**config.mk**
```make
export PLATFORM = sky130hd
export DESIGN_NAME = mul_sched
export DESIGN_NICKNAME = d
export VERILOG_FILES = /design/src/rtl/mul_sched.sv
export SDC_FILE = /design/constraint.sdc
export NUM_CORES = 1
export LEC_CHECK = 0
export ABC_AREA = 1
export CAP_MARGIN = 20
export CORE_MARGIN = 4
export CORE_UTILIZATION = 55
export CTS_BUF_LIST = sky130_fd_sc_hd__clkbuf_4
export CTS_CLUSTER_DIAMETER = 120
export DETAILED_ROUTE_END_ITERATION = 8
export DONT_BUFFER_PORTS = 1
export PLACE_DENSITY = 0.7
export SYNTH_ARGS = -nofsm -noshare
export SYNTH_HDL_FRONTEND = slang
export SYNTH_SLANG_ARGS = --single-unit
export TNS_END_PERCENT = 100
```
**constraint.sdc**
```tcl
create_clock -name clk_i -period 4.7 [get_ports clk_i]
set_input_delay 1.175 -clock clk_i [delete_from_list [all_inputs] [get_ports clk_i]]
set_output_delay 1.175 -clock clk_i [all_outputs]
set_load 0.02 [all_outputs]
```
**src/rtl/mul_sched.sv**
```systemverilog
// ---------------------------------------------------------------------------
// mul_sched
//   Shares one pipelined unsigned XLEN x XLEN multiplier between two
//   requesters executing RISC-V M-extension ops (MUL, MULH, MULHSU, MULHU).
//   A round-robin arbiter issues at most one op per cycle. Signed operands
//   are converted to magnitudes before issue, and a LAT-deep tag pipe
//   carries {valid, requester id, high-word select, result sign} alongside
//   the multiplier. When the tag exits, the product sign is restored, the
//   requested word is selected and a registered response goes to the owner.
//
// Parameters
//   XLEN : operand width
//   LAT  : multiplier latency, mul_valid_o to mul_valid_i (>= 1)
//
// Ports
//   clk_i, rst_ni        clock, asynchronous active-low reset
//   req_valid_i[1:0]     per-requester request valid
//   req_ready_o[1:0]     per-requester accept (one-hot or zero)
//   req_op_i[3:0]        2-bit op per requester: 00 MUL 01 MULH 10 MULHSU 11 MULHU
//   req_a_i, req_b_i     operands, requester k at [k*XLEN +: XLEN]
//   flush_i              kill all in-flight ops
//   resp_valid_o[1:0]    one-hot result strobe, no backpressure
//   resp_data_o          result word (holds when no strobe)
//   mul_valid_o          issue strobe to the multiplier
//   mul_a_o, mul_b_o     unsigned operand magnitudes
//   mul_flush_o          copy of flush_i
//   mul_valid_i          multiplier result valid
//   mul_prod_i           unsigned 2*XLEN product
//   err_o                sticky: exiting tag valid disagreed with mul_valid_i
//
// Optional build macro MUL_SCHED_PERF_EN adds 32-bit wrapping counters
//   perf_issued_o   : accepted ops
//   perf_conflict_o : cycles with both requesters valid and no flush
// ---------------------------------------------------------------------------
module mul_sched #(
    parameter int XLEN = 32,
    parameter int LAT  = 32
) (
    input  logic              clk_i,
    input  logic              rst_ni,
    input  logic [1:0]        req_valid_i,
    output logic [1:0]        req_ready_o,
    input  logic [3:0]        req_op_i,
    input  logic [2*XLEN-1:0] req_a_i,
    input  logic [2*XLEN-1:0] req_b_i,
    input  logic              flush_i,
    output logic [1:0]        resp_valid_o,
    output logic [XLEN-1:0]   resp_data_o,
    output logic              mul_valid_o,
    output logic [XLEN-1:0]   mul_a_o,
    output logic [XLEN-1:0]   mul_b_o,
    output logic              mul_flush_o,
    input  logic              mul_valid_i,
    input  logic [2*XLEN-1:0] mul_prod_i,
    output logic              err_o
`ifdef MUL_SCHED_PERF_EN
    ,
    output logic [31:0]       perf_issued_o,
    output logic [31:0]       perf_conflict_o
`endif
);

    localparam logic [1:0] OP_MUL    = 2'b00;
    localparam logic [1:0] OP_MULH   = 2'b01;
    localparam logic [1:0] OP_MULHSU = 2'b10;
    localparam int         CW        = $clog2(LAT + 1);

    // Two's-complement magnitude; the most negative value maps onto
    // 2^(XLEN-1), which is exactly its magnitude as an unsigned number.
    function automatic logic [XLEN-1:0] to_mag(input logic [XLEN-1:0] x, input logic is_neg);
        logic signed [XLEN-1:0] xs;
        xs = signed'(x);
        return is_neg ? unsigned'(-xs) : x;
    endfunction

    function automatic logic [2*XLEN-1:0] fix_sign(input logic [2*XLEN-1:0] p, input logic is_neg);
        logic signed [2*XLEN-1:0] ps;
        ps = signed'(p);
        return is_neg ? unsigned'(-ps) : p;
    endfunction

    logic [1:0]      cand;
    logic [1:0]      grant;
    logic            sel;
    logic            issue;
    logic [1:0]      op_s;
    logic [XLEN-1:0] a_s;
    logic [XLEN-1:0] b_s;
    logic            sa;
    logic            sb;

    logic            rr_q, rr_d;
    logic [LAT-1:0]  tag_v_q;
    logic [LAT-1:0]  tag_id_q;
    logic [LAT-1:0]  tag_hi_q;
    logic [LAT-1:0]  tag_neg_q;
    logic [1:0]      resp_valid_q, resp_valid_d;
    logic [XLEN-1:0] resp_data_q, resp_data_d;
    logic            err_q, err_d;
    logic [CW-1:0]   mask_q, mask_d;

    logic            ex_v;
    logic            ex_id;
    logic            ex_hi;
    logic            ex_neg;
    logic [2*XLEN-1:0] prod_fix;

    // Arbitration and issue. Reset gates the grant so that every output
    // reads zero while rst_ni is low, even with requests pending.
    assign cand = req_valid_i & ~{2{flush_i}} & {2{rst_ni}};

    always_comb begin
        grant = cand;
        if (cand == 2'b11) begin
            grant = rr_q ? 2'b10 : 2'b01;
        end
    end

    assign sel   = grant[1];
    assign issue = |grant;
    assign op_s  = sel ? req_op_i[3:2] : req_op_i[1:0];
    assign a_s   = sel ? req_a_i[2*XLEN-1:XLEN] : req_a_i[XLEN-1:0];
    assign b_s   = sel ? req_b_i[2*XLEN-1:XLEN] : req_b_i[XLEN-1:0];
    assign sa    = a_s[XLEN-1] & ((op_s == OP_MULH) | (op_s == OP_MULHSU));
    assign sb    = b_s[XLEN-1] & (op_s == OP_MULH);

    assign req_ready_o = grant;
    assign mul_valid_o = issue;
    assign mul_a_o     = issue ? to_mag(a_s, sa) : '0;
    assign mul_b_o     = issue ? to_mag(b_s, sb) : '0;
    assign mul_flush_o = flush_i & rst_ni;

    // Pointer moves to the requester that was not just served.
    assign rr_d = issue ? ~sel : rr_q;

    // Return stage: the tag in the last slot lines up with mul_prod_i.
    assign ex_v     = tag_v_q[LAT-1];
    assign ex_id    = tag_id_q[LAT-1];
    assign ex_hi    = tag_hi_q[LAT-1];
    assign ex_neg   = tag_neg_q[LAT-1];
    assign prod_fix = fix_sign(mul_prod_i, ex_neg);

    always_comb begin
        resp_valid_d = 2'b00;
        resp_data_d  = resp_data_q;
        if (ex_v && !flush_i) begin
            resp_valid_d = ex_id ? 2'b10 : 2'b01;
            resp_data_d  = ex_hi ? prod_fix[2*XLEN-1:XLEN] : prod_fix[XLEN-1:0];
        end
    end

    // Protocol check is masked during a flush and the LAT cycles after it,
    // while the multiplier drains products whose tags were already cleared.
    always_comb begin
        err_d  = err_q;
        mask_d = mask_q;
        if (flush_i) begin
            mask_d = CW'(LAT);
        end else if (mask_q != '0) begin
            mask_d = mask_q - CW'(1);
        end else if (ex_v != mul_valid_i) begin
            err_d = 1'b1;
        end
    end

    // ---- issue -> tag pipe / return register boundary ----
    always_ff @(posedge clk_i or negedge rst_ni) begin
        if (!rst_ni) begin
            rr_q         <= 1'b0;
            tag_v_q      <= '0;
            resp_valid_q <= 2'b00;
            resp_data_q  <= '0;
            err_q        <= 1'b0;
            mask_q       <= '0;
        end else begin
            rr_q         <= rr_d;
            resp_valid_q <= resp_valid_d;
            resp_data_q  <= resp_data_d;
            err_q        <= err_d;
            mask_q       <= mask_d;
            if (flush_i) begin
                tag_v_q <= '0;
            end else begin
                tag_v_q[0] <= issue;
                for (int i = 1; i < LAT; i++) begin
                    tag_v_q[i] <= tag_v_q[i-1];
                end
            end
        end
    end

    // Tag payload is qualified by tag_v_q and needs no reset.
    always_ff @(posedge clk_i) begin
        tag_id_q[0]  <= sel;
        tag_hi_q[0]  <= (op_s != OP_MUL);
        tag_neg_q[0] <= sa ^ sb;
        for (int i = 1; i < LAT; i++) begin
            tag_id_q[i]  <= tag_id_q[i-1];
            tag_hi_q[i]  <= tag_hi_q[i-1];
            tag_neg_q[i] <= tag_neg_q[i-1];
        end
    end

    assign resp_valid_o = resp_valid_q;
    assign resp_data_o  = resp_data_q;
    assign err_o        = err_q;

`ifdef MUL_SCHED_PERF_EN
    logic [31:0] perf_issued_q;
    logic [31:0] perf_conflict_q;

    always_ff @(posedge clk_i or negedge rst_ni) begin
        if (!rst_ni) begin
            perf_issued_q   <= '0;
            perf_conflict_q <= '0;
        end else begin
            if (issue) begin
                perf_issued_q <= perf_issued_q + 32'd1;
            end
            if ((req_valid_i == 2'b11) && !flush_i) begin
                perf_conflict_q <= perf_conflict_q + 32'd1;
            end
        end
    end

    assign perf_issued_o   = perf_issued_q;
    assign perf_conflict_o = perf_conflict_q;
`endif

endmodule

```
==> flow_summary.ini <==
[place]
place.gp.congestion = 1.03
io_buffer_count = 0
postPlaceCellArea_um2 = 12100
place_hpwl_um = 30600

[routing]
wl_um = 39300
drtIter0Drc = 1070
wl_per_cell_um = 17.7
drt_pass1_iterations = 6
vias = 12400
drc_errors = 0
antenna_left = 0
vias_per_cell = 5.58

[synth]
yosysTopAreaCell = nand2_1
muxShareOfSynthArea_pct = 0.0876
synth_top_family_by_area = simple AND/OR/NAND/NOR gates
synth_warnings = 0
synth_area_per_cell_um2 = 6.02
synth_seq_cells = 170
syn_nets = 2105
synth-xor-area-share_pct = 0.613
yosys.area_share.adder_pct = 0.657
yosysSeqAreaShare_pct = 33.0
synth-simple-area-share_pct = 43.0
synthCells = 1897
synth_compound_area_share_pct = 9.13
netlist_area_um2 = 11400
yosys.area.top_type_share_pct = 18.0
synth_area_leaders = nand2_1 18%, dfxtp_1 17%, dfrtp_1 16%
synth_cell_type_count = 43

[floorplanning]
core_area_um2 = 20400
die_area_um2 = 23100
die_w_um = 152
ios = 305
start_util_pct = 56.1
die_y_um = 152
std_cell_rows = 52

[worst_hold_path]
hold_class = in -> async

[timing]
skew_ps = 38.2
rsz0062_at_grt = true
worst_slew_pin_slew_ps = 884
setup_viol = 0
max_slew_margin_pct = 41.0
fin_crit_sh_pct = 95.6
max_freq_mhz = 223
slew_violations = 0
final-hold-violation-count = 0
layout_min_cycle_time_ps = 4490
setup-tns-final_ps = 0

[setup_path]
crit_start = rst_ni
crit_required_ps = 3520
crit_slowest_cell = ha_1
crit_path_start_kind = primary input
crit_chain = inv_1 > nor2_4 > nand3_4 > buf_12 > o21ai_2 > ha_1 > nand3_2 > o21ai_2 > nand2_2 > inv_2 > nand3_1 > nand2_1 > nand2_1 > nor2_1 > buf_4
crit_arrival_ps = 3320
worst_path_largest_cell_delay_ps = 230
crit_end = mul_a_o[18]
path_class = in -> out
r2r-end = resp_data_o[26]$_DFFE_PN0P_
rrSetupSlack_ps = 2610
path_buf_inv = 4
cp.depth = 15
path_max_fanout = 76
rr_startpoint = tag_v_q[31]$_DFF_PN0_
reg2reg_depth = 7
critPathTopFamily = simple AND/OR/NAND/NOR gates
end_kind = output pin

[pwr]
power_leakage_nw = 6.45
vdd_ir_drop_max_uv = 147
p_per_area_nw_per_um2 = 283

[global_route]
grt.total_usage_pct = 32.6
grt_pass1_vias = 11500
antenna_found_initial = 2
grt_pass1_wl_um = 61200
grt-ovfl-total = 0
grt_start_max_net_pins = 77

[layout]
post-route-util_pct = 61.3
final_nets = 2145
drive_above_1_share_pct = 8.97
area_delta_synth_final_pct = 9.27
final_cell_area_um2 = 12500

[run]
drv_cap = 0

[clock_tree]
htreeDepth = 4
clk_latency_ps = 570
clk_path_buf_depth = 2
cts_tree = built
numCtsBuffers = 17
cts-root-buf = clkbuf_4
hold_buffers = 0
path_clk_slew_ps = 190
clock_sinks = 170

[status]
status = completed
-- worst reg2reg max path: cells and delay by family, from the launching register on --
family	cells	cell delay, ps
flops	1	390
compound gates	2	230
simple gates	1	60
buf+inv	4	1340
-- timing repair --
action / 4_1_cts / 5_1_grt
gates resized for setup: 0 / 7
endpoints found under the setup margin: 0 / 16
setup buffers: 0 / 1
-- report_power, final --
group | switching [W] | internal [W] | leakage, nW
Sequential | 0.000112 | 0.00159 | 1.77
Clock | 0.000584 | 0.000252 | 0.156
Combinational | 0.000670 | 0.000320 | 4.52
-- layer usage --
layer | up-vias | part of all wire, % | GRT usage [%]
li1 | 6064 | - | -
met1 | 5546 | 39 | 40.3
met2 | 675 | 46 | 54.5
met3 | 104 | 9.9 | 6.93
met4 | 0 | 5.0 | 15.6
met5 | - | 0 | 0
-- state kept, by name, summed over array words and instances, names as in the netlist --
register / count
tag_id_q: 32
rr_q: 1
tag_v_q: 32
resp_valid_o: 2
err_o: 1
tag_hi_q: 32
mask_q: 6
resp_data_o: 32
tag_neg_q: 32
-- cell type report --
class,instances,area (um^2)
well taps,270,338
fillers,2063,7880
flip-flops and latches,170,3770
repair buffers,93,777
multi-input cells,1351,6150
diodes,2,5.00
clock buffers,17,128
inverters,304,1140
clock inverters,15,175
-- synth_stat cells, drive strengths merged --
master and n:
or2 6, o31ai 1, nor3 21, a31oi 8, a211oi 1, nand3 136, xor2 6, o21bai 2
inv 303, o211ai 4, dfrtp 74, and3 3, nand2 557, xnor2 2, o21ai 77, a31o 1
mux2i 1, nor4 3, clkbuf 26, and2 5, ha 6, dfxtp 96, clkinv 1, nand4 113
nand3b 3, buf 46, o21a 1, nor2 296, a21oi 98
-- cells in the final DEF (no fill, tap or decap), types with 8 or more instances in the layout --
master    count
clkbuf_4     17
a21oi_1      98
dfxtp_1      95
nor2_2       11
nor3_1       20
nand2_2      12
nor2_1      280
o21ai_0      62
nand2_1     545
nand3_1     133
a31oi_1       8
inv_1       299
nand4_1     113
buf_4        86
dfrtp_1      74
-- how the worst min path moves through the flow --
stage / endpoint / slack [ps] / cells after the start
after floorplan: tag_hi_q[10]$_DFF_P_ / 310 / 0
after global placement: tag_neg_q[28]$_DFF_P_ / 310 / 0
after detailed placement: tag_neg_q[30]$_DFF_P_ / 310 / 0
after CTS: resp_data_o[1]$_DFFE_PN0P_ / 210 / 0
after global routing: resp_data_o[1]$_DFFE_PN0P_ / 180 / 0
final: resp_data_o[1]$_DFFE_PN0P_ / 260 / 0
-- stage by stage --
step / total power (W) / hold WS [ps] / worst slack (ps) / cells
after floorplan: 0.00243 / 310 / 132 / 1897
after global placement: 0.00267 / 310 / 176 / 2187
after detailed placement: 0.00270 / 312 / 85.9 / 2187
after CTS: 0.00353 / 213 / 76.0 / 2219
after global routing: 0.00375 / 178 / -5.33 / 2222
final: 0.00353 / 259 / 208 / 2222
-- cells by family after synthesis --
logic type | Yosys count
compound gates | 193
simple gates | 1143
fa+ha+maj | 6
xor+xnor | 8
flops | 170
buf+inv | 376
mux | 1
(Power assumes the default switching activity.)
